[src/rtl/qif_pkg.sv]
// Shared types and saturation helper for the QIF neuron and its synapse front end.
package qif_pkg;

  localparam int I_W   = 8;
  localparam int SUM_W = 11;

  typedef logic signed [I_W-1:0]   current_t;
  typedef logic signed [SUM_W-1:0] sum_t;

  localparam current_t I_MAX = 8'sd127;
  localparam current_t I_MIN = -8'sd128;

  typedef struct packed {
    current_t val;
    logic     sat;
  } sat_res_t;

  // Clamp a wide intermediate current into the 8-bit range, flagging any clip.
  function automatic sat_res_t sat8(input sum_t x);
    sat_res_t r;
    if (x > sum_t'(I_MAX)) begin
      r.val = I_MAX;
      r.sat = 1'b1;
    end else if (x < sum_t'(I_MIN)) begin
      r.val = I_MIN;
      r.sat = 1'b1;
    end else begin
      r.val = x[I_W-1:0];
      r.sat = 1'b0;
    end
    return r;
  endfunction

endpackage

[src/rtl/qif_synapse_if.sv]
// Spike, weight-write and current-output bundle between a driver and qif_synapse.
interface qif_synapse_if #(
  parameter int N_IN = 4
);
  import qif_pkg::*;

  localparam int AW = (N_IN > 1) ? $clog2(N_IN) : 1;

  logic            enable;
  logic [N_IN-1:0] spike_in;
  logic            w_we;
  logic [AW-1:0]   w_addr;
  current_t        w_data;
  current_t        I_syn;
  logic            sat;

  modport master (
    output enable, spike_in, w_we, w_addr, w_data,
    input  I_syn, sat
  );

  modport slave (
    input  enable, spike_in, w_we, w_addr, w_data,
    output I_syn, sat
  );

endinterface

[src/rtl/qif_weight_sum.sv]
// Combinational masked adder: sums the weights of all inputs that spiked this cycle.
module qif_weight_sum
  import qif_pkg::*;
#(
  parameter int N_IN = 4
) (
  input  current_t [N_IN-1:0] weights_i,
  input  logic     [N_IN-1:0] spike_i,
  output sum_t                sum_o
);

  always_comb begin
    sum_o = '0;
    for (int unsigned k = 0; k < N_IN; k++) begin
      if (spike_i[k]) begin
        sum_o = sum_o + sum_t'($signed(weights_i[k]));
      end
    end
  end

endmodule

[src/rtl/qif_synapse.sv]
// Synaptic current generator: weighted spike integration with periodic exponential decay,
// saturated to an 8-bit signed current.
module qif_synapse
  import qif_pkg::*;
#(
  parameter int N_IN         = 4,
  parameter int DECAY_SHIFT  = 3,
  parameter int DECAY_PERIOD = 4
) (
  input  logic          clk,
  input  logic          rst_n,
  qif_synapse_if.slave  bus
);

  localparam int         AW       = (N_IN > 1) ? $clog2(N_IN) : 1;
  localparam logic [7:0] CNT_LAST = 8'(DECAY_PERIOD - 1);

  current_t [N_IN-1:0] w_q;
  logic [7:0]          cnt_q, cnt_d;
  current_t            i_q;
  logic                sat_q;

  sum_t     sum;
  logic     tick;
  current_t shr;
  current_t dec;
  sum_t     nxt;
  sat_res_t clamp;

  qif_weight_sum #(.N_IN(N_IN)) u_sum (
    .weights_i (w_q),
    .spike_i   (bus.spike_in),
    .sum_o     (sum)
  );

  always_comb begin
    tick  = bus.enable && (cnt_q == CNT_LAST);
    cnt_d = cnt_q;
    if (bus.enable) begin
      cnt_d = tick ? '0 : cnt_q + 8'd1;
    end

    // A small positive current would shift to zero and stall; force a unit step instead.
    shr = i_q >>> DECAY_SHIFT;
    dec = '0;
    if (tick) begin
      dec = (shr == '0 && i_q > 0) ? current_t'(1) : shr;
    end

    nxt   = sum_t'(i_q) - sum_t'(dec) + sum;
    clamp = sat8(nxt);
  end

  always_ff @(posedge clk or negedge rst_n) begin
    if (!rst_n) begin
      w_q   <= '0;
      cnt_q <= '0;
      i_q   <= '0;
      sat_q <= 1'b0;
    end else begin
      for (int unsigned k = 0; k < N_IN; k++) begin
        if (bus.w_we && bus.w_addr == AW'(k)) begin
          w_q[k] <= bus.w_data;
        end
      end
      cnt_q <= cnt_d;
      if (bus.enable) begin
        i_q   <= clamp.val;
        sat_q <= clamp.sat;
      end else begin
        sat_q <= 1'b0;
      end
    end
  end

  assign bus.I_syn = i_q;
  assign bus.sat   = sat_q;

endmodule

[src/flat_wrapper.sv]
// flat-port wrapper written by rule: the top's interface ports become plain ports
module qif_synapse_flat import qif_pkg::*;
#(
  parameter int N_IN         = 4,
  parameter int DECAY_SHIFT  = 3,
  parameter int DECAY_PERIOD = 4
)
  (clk, rst_n, bus_enable, bus_spike_in, bus_w_we, bus_w_addr, bus_w_data, bus_I_syn, bus_sat);
  qif_synapse_if #(.N_IN(N_IN)) bus_i ();
  input  logic clk;
  input  logic rst_n;
  input wire logic [$bits(bus_i.enable)-1:0] bus_enable;
  input wire logic [$bits(bus_i.spike_in)-1:0] bus_spike_in;
  input wire logic [$bits(bus_i.w_we)-1:0] bus_w_we;
  input wire logic [$bits(bus_i.w_addr)-1:0] bus_w_addr;
  input wire logic [$bits(bus_i.w_data)-1:0] bus_w_data;
  output wire logic [$bits(bus_i.I_syn)-1:0] bus_I_syn;
  output wire logic [$bits(bus_i.sat)-1:0] bus_sat;
  assign bus_i.enable = bus_enable;
  assign bus_i.spike_in = bus_spike_in;
  assign bus_i.w_we = bus_w_we;
  assign bus_i.w_addr = bus_w_addr;
  assign bus_i.w_data = bus_w_data;
  assign bus_I_syn = bus_i.I_syn;
  assign bus_sat = bus_i.sat;
  qif_synapse #(.N_IN(N_IN), .DECAY_SHIFT(DECAY_SHIFT), .DECAY_PERIOD(DECAY_PERIOD)) u_core (.clk(clk), .rst_n(rst_n), .bus(bus_i));
endmodule
[config.mk]
export PLATFORM = sky130hd
export DESIGN_NAME = qif_synapse_flat
export DESIGN_NICKNAME = d
export VERILOG_FILES = /design/src/rtl/qif_pkg.sv /design/src/rtl/qif_synapse_if.sv /design/src/rtl/qif_weight_sum.sv /design/src/rtl/qif_synapse.sv /design/src/flat_wrapper.sv
export SDC_FILE = /design/constraint.sdc
export NUM_CORES = 1
export LEC_CHECK = 0
export ABC_AREA = 1
export CAP_MARGIN = 20
export CORE_UTILIZATION = 45
export DETAILED_ROUTE_END_ITERATION = 10
export PLACE_DENSITY_LB_ADDON = 0.12
export SETUP_SLACK_MARGIN = 0.2
export SYNTH_ARGS = -nofsm -noshare
export SYNTH_HDL_FRONTEND = slang
export SYNTH_SLANG_ARGS = --single-unit
[constraint.sdc]
create_clock -name clk -period 6.5 [get_ports clk]
set_clock_uncertainty 0.2 [all_clocks]
set_input_delay 1.3 -clock clk [delete_from_list [all_inputs] [get_ports clk]]
set_output_delay 1.3 -clock clk [all_outputs]
set_load 0.01 [all_outputs]
==> metrics.md <==
| Metric | Value |
|---|---|
| Setup Crit Path Kind | input pin to flop |
| Final GP Congestion | 0.918 |
| CP endpoint kind | flop |
| Critical Path Slowest Stage Cell | fa_2 |
| CORE AREA | 9770 µm² |
| Chip width | 103 µm |
| Fillers | 856 |
| Die area | 10500 µm² |
| Largest net degree at the start of global routing | 50 |
| Largest family of logic cells by synthesized area | simple AND/OR/NAND/NOR gates |
| Clock sink count | 49 |
| Final Setup Violations | 0 |
| Ant diodes | 0 |
| Ys Warns | 0 |
| Post-Synth Adder-Cell Area | 14.6% |
| Critical Path Max Stage Delay | 370 ps |
| Post-CTS Hold Buffers | 0 |
| DRC viols | 0 |
| Most frequent cells in the layout | nand2_1, buf_4, inv_1 |
| Post-synth ARST share | 100% |
| Reg2reg path depth | 37 |
| Fmax | 163 MHz |
| Final Net Count | 855 |
| Dominant synthesized flop cell | dfrtp_1 |
| Pre-antenna DRT Iters | 4 |
| Worst slew margin | 57.9% |
| Power Density | 507 nW/µm² |
| Final Cycle Share | 94.6% |
| Simple-gate share of the synthesized area | 27.7% |
| Cell Area, Synth | 4550 µm² |
| Distinct cells, synth | 37 |
| Post-route minimum period | 6150 ps |
| Syn-to-layout area delta | 42.2% |
| Synth Area per Inst | 7.06 µm² |
| First-pass GRT wire length | 19.8 mm |
| Max Slew Vio Count | 0 |
| Max-cap violations | 0 |
| Number of cells on the worst hold path | 2 |
| Placed instance area | 5650 µm² |
| First-iteration detailed-routing DRC count | 222 |
| Worst endpoint required time | 6510 ps |
| Total number of vias | 4711 |
| Boundary Pins | 27 |
| Static leakage | 3.30 nW |
| Worst-margin pin slew | 631 ps |
| Vias in the first global route | 4450 |
| Via/cell ratio | 5.12 |
| Initial antenna violation count | 0 |
| RSZ-0062 raised after global routing | true |
| Crit path max fanout | 8 |
| Starting Density | 46.5% |
| Syn_nets | 712 |
| PortBufs | 26 |
| Clk root buf | clkbuf_8 |
| Total gr overflow | 0 |
| CP dominant cell by count | nand2_1 |
| Register area | 1230 µm² |
| Rows | 36 |
| Final core occ | 66.2% |
| Post-synthesis mux area share | 0% |
| Final Hold Fails | 0 |
| CTS tree | built |
| Multi-input logic area | 3450 µm² |
| Flops & latches, synth | 49 |
| Crit path DAT | 6160 ps |
| Routed len/inst | 13.5 µm |
| Post-synth EDFFs | 0 |
| Final instance area | 6470 µm² |
| Die Span Y | 103 µm |
| Maximum vdd drop | 0.000435 V |
| Share of cells above drive strength 1 | 30.7% |
| Mapped Cells | 644 |
| Status | finished clean |
| Skew-Pair Late Insertion Delay | 310 ps |
| Sequential element share of the synthesized area | 27.0% |
| Aggregate routed wire length | 12.4 mm |
| Hold Path Class | flop to flop |
| GRT Util Overall | 24.0% |
| Fraction of the mapped netlist area in compound gates | 15.7% |
| Clock buffer depth | 2 |
| Post-Synth XOR/XNOR Area | 6.77% |
| Crit start category | input pin |
| Most common cell after layout, fill and taps aside | nand2_1 |
| H-Tree Depth | 2 |
| Final HPWL DP | 9.23 mm |
| Clock transition at path regs | 90 ps |
| TritonCTS buffer count | 5 |
| Final ANT Viol Nets | 0 |
final cells by class:
cell class	instances	area share, %
flip-flops and latches	49	19.0
repair buffers	147	18.4
well taps	133	2.57
multi-input cells	499	53.4
clock inverters	2	0.600
inverters	85	4.93
clock buffers	6	1.12
routing by layer:
metal | wire (µm) | vias to the layer above | GRT usage (%)
met5 | 0 | - | 0
met4 | 163 | 0 | 8.35
met3 | 187 | 12 | 2.51
met2 | 6150 | 62 | 40.2
met1 | 5910 | 2236 | 32.4
li1 | - | 2401 | -
report_power, final:
group	total (W)	switching [W]	internal, W
logic	0.00257	0.00142	0.00116
clock network	0.000219	0.000103	0.000116
registers	0.000485	0.0000946	0.000391
total	0.00328	0.00161	0.00166
worst max-delay path, delay by kind of cell:
family / cells / cell delay [ps]
buffers and inverters: 6 / 560
AND/OR/NAND/NOR: 15 / 1320
adder cells (fa/ha/maj): 5 / 1410
AO/OA/AOI/OAI: 10 / 1210
XOR/XNOR: 2 / 350
flip-flops by register name (all words and copies together) (netlist names):
signal,flops
u_core.cnt_q,8
u_core.w_q,32
u_core.bus.I_syn,8
u_core.bus.sat,1
cells in the mapped netlist, drive strengths merged, types with 4 or more instances:
master  number  area share, %
a21o         6           0.99
a21oi       34            3.8
a31oi        9            1.2
clkbuf       8           0.66
dfrtp       49             27
fa           5            2.2
ha          45             12
inv         85            7.0
nand2      201             17
nand3       39            5.5
nand4        4           0.55
nor2        31            2.7
nor3         9            1.2
o21ai       65            7.4
o21bai       4           0.66
xnor2       12            2.3
xor2        21            4.5
worst paths after layout:
| check | startpoint | slack (ps) | endpoint |
|---|---|---|---|
| setup / recovery | bus_spike_in[0] | 350 | u_core.bus.I_syn[5] |
| hold / removal | u_core.w_q[7] | 290 | u_core.w_q[7] |
| hold reg to reg | u_core.w_q[7] | 290 | u_core.w_q[7] |
| setup reg to reg | u_core.w_q[0] | 1010 | u_core.bus.I_syn[5] |
| max in group asynchronous | rst_n | 4760 | u_core.cnt_q[7] |
| min in group asynchronous | rst_n | 800 | u_core.w_q[29] |
through the flow:
stage | std cells | TNS (ps) | power (W) | hold WS (ps) | setup slack, ps
3_5_place_dp | 886 | -5760 | 0.00268 | 274 | -667
3_3_place_gp | 886 | -4940 | 0.00264 | 269 | -570
5_1_grt | 921 | 0 | 0.00358 | 309 | 19.7
2_1_floorplan | 644 | 0 | 0.00192 | 253 | 206
4_1_cts | 910 | 0 | 0.00309 | 295 | 203
6_report | 921 | 0 | 0.00328 | 290 | 353
cells by family after synthesis:
| family | count (synthesis) |
|---|---|
| XOR/XNOR | 33 |
| buffers and inverters | 96 |
| AO/OA/AOI/OAI | 127 |
| flip-flops | 49 |
| adder cells (fa/ha/maj) | 50 |
| AND/OR/NAND/NOR | 289 |
timing repair:
item | CTS | global route
pin swaps | 40 | 52
hold endpoints to repair | 0 | 0
gates resized for setup | 51 | 61
endpoints found under the setup margin | 9 | 9
setup buffers | 16 | 10
(Power assumes the default switching activity.)
